==> src/rtl/sdram_port_arbiter.sv <==
// sdram_port_arbiter: two-port round-robin front end for the SDRAM controller user port, one transaction in flight, read watchdog
module sdram_port_arbiter #(
  parameter int AW = 24,
  parameter int DW = 32,
  parameter int TIMEOUT = 1023
) (
  input  logic          clock0,
  input  logic          reset,
  input  logic          p0_valid,
  input  logic          p0_write,
  input  logic [AW-1:0] p0_addr,
  input  logic [DW-1:0] p0_wdata,
  output logic          p0_ready,
  output logic          p0_rvalid,
  output logic [DW-1:0] p0_rdata,
  output logic          p0_rerr,
  input  logic          p1_valid,
  input  logic          p1_write,
  input  logic [AW-1:0] p1_addr,
  input  logic [DW-1:0] p1_wdata,
  output logic          p1_ready,
  output logic          p1_rvalid,
  output logic [DW-1:0] p1_rdata,
  output logic          p1_rerr,
  output logic          ctl_valid,
  output logic          ctl_write,
  output logic [AW-1:0] ctl_addr,
  output logic [DW-1:0] ctl_wdata,
  input  logic          ctl_ready,
  input  logic          ctl_rvalid,
  input  logic [DW-1:0] ctl_rdata,
  output logic          busy,
  output logic          owner
);
  localparam int WW = $clog2(TIMEOUT + 1);
  typedef enum logic [1:0] {IDLE, ISSUE, WAIT_RD} state_t;
  state_t state, state_n;
  logic last, win, accept, ctl_fire, timeout, rd_done;
  logic [WW-1:0] wd;
  always_comb begin
    win = p1_valid & (~p0_valid | ~last);
    p0_ready = (state == IDLE) & p0_valid & ~win;
    p1_ready = (state == IDLE) & p1_valid & win;
    accept = p0_ready | p1_ready;
    ctl_valid = state == ISSUE;
    ctl_fire = ctl_valid & ctl_ready;
    timeout = wd == WW'(TIMEOUT - 1);
    rd_done = (state == WAIT_RD) & (ctl_rvalid | timeout);
    busy = state != IDLE;
    state_n = accept ? ISSUE : ctl_fire ? (ctl_write ? IDLE : WAIT_RD) : rd_done ? IDLE : state;
  end
  always_ff @(posedge clock0)
    if (reset) state <= IDLE;
    else state <= state_n;
  always_ff @(posedge clock0) begin
    if (reset) begin
      last <= 1'b1;
      owner <= 1'b0;
      ctl_write <= 1'b0;
      ctl_addr <= '0;
      ctl_wdata <= '0;
      wd <= '0;
      p0_rvalid <= 1'b0;
      p1_rvalid <= 1'b0;
      p0_rerr <= 1'b0;
      p1_rerr <= 1'b0;
      p0_rdata <= '0;
      p1_rdata <= '0;
    end else begin
      p0_rvalid <= rd_done & ~owner;
      p1_rvalid <= rd_done & owner;
      // returned data takes precedence over a coincident timeout
      p0_rerr <= rd_done & ~owner & ~ctl_rvalid;
      p1_rerr <= rd_done & owner & ~ctl_rvalid;
      if (accept) begin
        last <= win;
        owner <= win;
        ctl_write <= win ? p1_write : p0_write;
        ctl_addr <= win ? p1_addr : p0_addr;
        ctl_wdata <= win ? p1_wdata : p0_wdata;
      end
      if (ctl_fire) wd <= '0;
      else if (state == WAIT_RD && wd != WW'(TIMEOUT)) wd <= wd + 1'b1;
      if (rd_done & ~owner) p0_rdata <= ctl_rvalid ? ctl_rdata : '0;
      if (rd_done & owner) p1_rdata <= ctl_rvalid ? ctl_rdata : '0;
    end
  end
endmodule

==> config.mk <==
export PLATFORM = sky130hd
export DESIGN_NAME = sdram_port_arbiter
export DESIGN_NICKNAME = d
export VERILOG_FILES = /design/src/rtl/sdram_port_arbiter.sv
export SDC_FILE = /design/constraint.sdc
export NUM_CORES = 1
export LEC_CHECK = 0
export CAP_MARGIN = 20
export CORE_MARGIN = 4
export CORE_UTILIZATION = 40
export CTS_CLUSTER_DIAMETER = 80
export DETAILED_ROUTE_END_ITERATION = 10
export PLACE_DENSITY = 0.82
export SYNTH_ARGS = -nofsm -noshare
export SYNTH_HDL_FRONTEND = slang
export SYNTH_SLANG_ARGS = --single-unit
==> constraint.sdc <==
create_clock -name clock0 -period 1.6 [get_ports clock0]
set_input_delay 0.24 -clock clock0 [delete_from_list [all_inputs] [get_ports clock0]]
set_output_delay 0.24 -clock clock0 [all_outputs]
set_load 0.01 [all_outputs]
* Word level (Yosys, flattened, before mapping)
Cells that the tools add are included.
** Storage, ports and cells
- Register bits after elaboration :: 139
- Output and inout bits :: 130
- Word-level logic and storage cells :: 53
** Cells by class
- Add/subtract/negate cells :: 1
- Equality and inequality tests :: 4
- Muxes and demuxes :: 8
- Bitwise logic cells :: 19
- Reductions and logical operators :: 7
** Operators with widths (number)
- 2-to-1 mux 32 bit :: 2
- 2-to-1 mux 24 bit :: 1
- AND 1 bit :: 11
- adder 10 x 1 -> 10 bit, second input constant :: 1
- equality test 10 bit, second input constant :: 1
- != test 10 bit, second input constant :: 1
- 2-to-1 mux 2 bit :: 3
- inverter 1 bit :: 5
- nonzero test 2 bit :: 2
- OR reduction 2 bit :: 2
- OR 1 bit :: 3
- nonzero test 3 bit :: 1
- equality test 2 x 1 -> 1 bit, second input constant :: 1
- equality test 2 bit, second input constant :: 1
- logical NOT 2 bit :: 1
- 2-to-1 mux 1 bit :: 2
- logical AND 1 bit :: 1

* Depth between registers and ports, before layout
- Word-level depth :: 7
- Mapped depth :: 7
- Depth with buffers taken out :: 6

* Worst setup path before layout
No wires, ideal clock.
- Path kind :: flip-flop to flip-flop
- Start point :: register wd[0]
- End point :: register wd[8]
- Setup time :: 0.071 ns
- Arrival time :: 1.388 ns
- Required time :: 1.529 ns
- Slack :: 0.141 ns
- Cell stages (with the launch flop) :: 6
- Buffers on the path :: 0
- Period minus slack after synthesis :: 1.459 ns
- Cells stage by stage :: dfxtp_1 > ha_1 > and3b_1 > o211ai_1 > or3_1 > a21oi_1
** Between the ends
- Longest elaborated chain between the ends :: 2
** RTL lines
- start: declaration :: line 39 : logic [WW-1:0] wd;
- start signal: assignment :: line 83 : else if (state == WAIT_RD && wd != WW'(TIMEOUT)) wd <= wd + 1'b1;
- parallel branches: the longest is 2 deep, another holds adder 10 x 1 -> 10 bit
Parallel ways; which one is timed is not known.
A chain may end at the register's enable or synchronous reset.

* Worst setup path after layout
- Start point :: register wd[0]
- End point :: register p0_rdata[4]
** Between the ends
- Longest elaborated chain between the ends :: 4
** RTL lines
- equality test 10 bit :: line 47 : timeout = wd == WW'(TIMEOUT - 1);
- OR 1 bit :: line 48 : rd_done = (state == WAIT_RD) & (ctl_rvalid | timeout);
- AND 1 bit :: line 48
- AND 1 bit :: line 84 : if (rd_done & ~owner) p0_rdata <= ctl_rvalid ? ctl_rdata : '0;
- end signal: assignment :: line 84
- end: declaration :: line 15 : output logic [DW-1:0] p0_rdata,
Every way passes these cells.

==> summary.md <==
| Metric | Value |
|---|---|
| Final worst slack | `-0.0491 ns` |
| Violated checks | `setup timing` |
| Worst flop-to-flop path startpoint | `wd[0]` |
| Logic depth of the worst register-to-register path | `8` |
| Vias in the first global route | `around 5600` |
| DR vias | `~5500` |
| Number of instances in the synthesized netlist | `537` |
| DRC viols | `0` |
| Total power draw | `roughly 11000 uW` |
| Area of the die | `15500 um^2` |
| Maximum clock frequency | `around 600 MHz` |
| Setup TNS after final layout | `-0.687 ns` |
| Wire length of the first global-routing pass | `around 29000 um` |
| Latest clock arrival within the worst-skew pair | `0.41 ns` |
| Post-Route WL | `slightly below 20000 um` |
| Setup violators final | `33` |
| H-Tree Level Count | `4` |
| Max Clock Skew | `0.0104 ns` |
| Max Slew Vio Count | `0` |
| Number of flops mapped to enable cells by yosys | `0` |
| Post-synth net total | `691` |
| Sequential cell area fraction in the yosys report | `51.2%` |
| Hold worst-path end | `owner` |
| Crit path max fanout | `7` |
| R2r setup slk | `-0.05 ns` |
| Average wire per cell in the routed design | `~20 um` |
| Initial antenna violation count | `0` |
| Global router's overall resource usage | `23.0%` |
| Cell row count | `42` |
| Pin count of the biggest net entering global routing | `62` |
| Number of maximum-capacitance constraint violations | `0` |
| Count of port buffers added during placement | `around 280` |
| Min-delay worst type | `input port to flop` |
| Starting density of the core | `40.9%` |
| Startpoint of the most critical hold path | `reset` |
| Relative slew slack | `roughly 73%` |
| Most common library cell in the layout ignoring fill and taps | `clkdlybuf4s50_1` |
| Post-placement setup slack | `-0.367 ns` |
| TritonCTS clock tree | `done` |
| Grt ovf | `0` |
| End of the worst register-to-register path | `p0_rdata[4]` |
| Startpoint types | `flop` |
| Crit path required time | `1.89 ns` |
| Result of the run | `complete, but fails checks` |
| Die extent in y | `roughly 120 um` |
| Nets | `985` |
| Horizontal extent of the die | `125 um` |
| Actual slew at the worst max-slew pin | `just over 0.4 ns` |
| Critical path endpoint category | `flop` |
| Worst Hold Path Cells | `3` |
| Hold violation count in the final report | `0` |
| Fraction of registers with async set/reset | `0%` |
| Share of the clock period used by the worst path after layout | `103%` |
| Filler Cell Count | `between 800 and 900` |
| Clock buffers created by TritonCTS | `17` |
| Post-DP HPWL | `around 14000 um` |
| Clk sinks | `139` |
| Detailed-router iteration count before antenna repair | `4` |
| Mapped Avg Cell Area | `10.1 um^2` |
| Data arrival time of the critical path | `around 1.9 ns` |
| Number of distinct library cells after synthesis | `44` |
| Floorplan Core Area | `between 10000 and 15000 um^2` |
| Total standard cell area after synthesis | `between 5000 and 6000 um^2` |
| Prevailing post-synth register cell | `dfxtp_1` |
| Startpoint-to-endpoint class of the critical path | `flop to flop` |
| Area growth from synthesis to final layout | `77.7%` |
| Warnings from Yosys | `0` |
| Number of violations reported at the end of detailed-routing iteration 0 | `~290` |
| Buffer type at the clock tree root | `clkbuf_16` |
| Seq cells post-synth | `139` |
| Final period demand of the worst path | `roughly 1.6 ns` |
| Detailed-route vias per instance | `between 5 and 6` |
| # diodes | `0` |
| IO Count | `roughly 280` |
| Peak supply drop | `0.000613 V` |
| RD Place Congestion | `0.857` |
| Setup repair after global routing missed its margin | `true` |
| Clk slew on worst S/H paths | `around 0.06 ns` |
| Power per unit of standard cell area | `approximately 1100 nW/um^2` |
| Maximum clock path buffer count | `2` |
| Most used cells in the layout excluding fill and tap cells | `clkdlybuf4s50_1, dfxtp_1, nor2_1, a211oi_1, mux2i_1` |
| Reported leakage power | `about 0.0041 uW` |
| Post-route antenna net violation count | `0` |
| Share of post-route cells with drive strength above 1 | `approximately 14%` |
state kept, by name, summed over array words and instances (netlist names), 2 cells and up:
register,cells
ctl_addr,24
p0_rdata,32
state,2
wd,10
ctl_wdata,32
p1_rdata,32
report_power, final:
part	internal (uW)	switching [uW]
logic	1350	1120
clock network	2770	1520
registers	3790	201
total	7910	2840
stage by stage:
| step | hold slack, ns | std cells | util (%) | instance area [um^2] |
|---|---|---|---|---|
| CTS | 0.376 | 1012 | 69.6 | 9250 |
| detailed placement | 0.448 | 979 | 64.6 | 8590 |
| global route | 0.410 | 1020 | 72.7 | 9670 |
| finish | 0.401 | 1020 | 72.7 | 9670 |
| floorplan | 0.403 | 537 | - | 5440 |
| global placement | 0.443 | 979 | 64.6 | 8590 |
worst max-delay path by stage:
stage / from / endpoint / slack, ns / depth (start not counted)
floorplan: wd[0] / wd[8] / 0.14 / 5
global placement: p0_valid / p1_ready / -0.34 / 4
detailed placement: p0_valid / p1_ready / -0.37 / 4
CTS: ctl_wdata[0] / ctl_wdata[0] / 0.0008 / 1
global route: wd[0] / p0_rdata[4] / -0.12 / 8
finish: wd[0] / p0_rdata[4] / -0.05 / 8
metal layers:
metal  vias up  wire length (um)  global-route usage, %
li1       2574                 -                      -
met1      2604              7130                   24.3
met2       272             10500                   40.7
met3        27              1930                   10.1
met4         0               361                   8.19
met5         -                 0                      0
Yosys cell counts (all sizes together) (3+ instances only):
library cell	number	area share [%]
dfxtp	139	51
nor2	72	5.0
o2bb2ai	64	10
a211oi	59	8.1
mux2i	57	10
nand2	40	2.8
buf	29	2.9
clkbuf	16	1.1
nor3	6	0.64
a21oi	5	0.46
nand3	5	0.46
inv	4	0.28
o21ai	4	0.37
nor2b	3	0.35
cell type report:
class / count / area, um^2 / area share (%)
tap: 176 / 220 / 2.28
clock inverter: 14 / 218 / 2.25
multi-input combinational: 349 / 2650 / 27.4
timing repair buffer: 320 / 3330 / 34.5
clock buffer: 18 / 429 / 4.44
sequential: 139 / 2800 / 28.9
inverter: 4 / 15.0 / 0.155
repair_timing:
action,in CTS,in global routing
gates resized for setup,19,79
hold buffers,0,0
buffers inserted,1,4
gates cloned,0,4
setup endpoints to repair,7,98
pin swaps,1,7
cells by family after synthesis:
kind of cell             count (synthesis)  synth area share (%)
flip-flops                             139                  51.2
multiplexers                            57                  10.5
XOR/XNOR                                 3                 0.483
AO/OA/AOI/OAI                          147                  21.5
adder cells (fa/ha/maj)                  2                 0.460
buffers and inverters                   49                  4.30
AND/OR/NAND/NOR                        140                  11.6
worst max-delay path, stage by stage, from the launching register on:
cell and delay (ns):
dfxtp_4 0.34, inv_2 0.06, ha_4 0.14, nand3_4 0.08, nor4_4 0.27, buf_4 0.18
o22ai_4 0.13, buf_6 0.19, o2bb2ai_1 0.14
No activity file was read; power rests on OpenSTA's default activity.
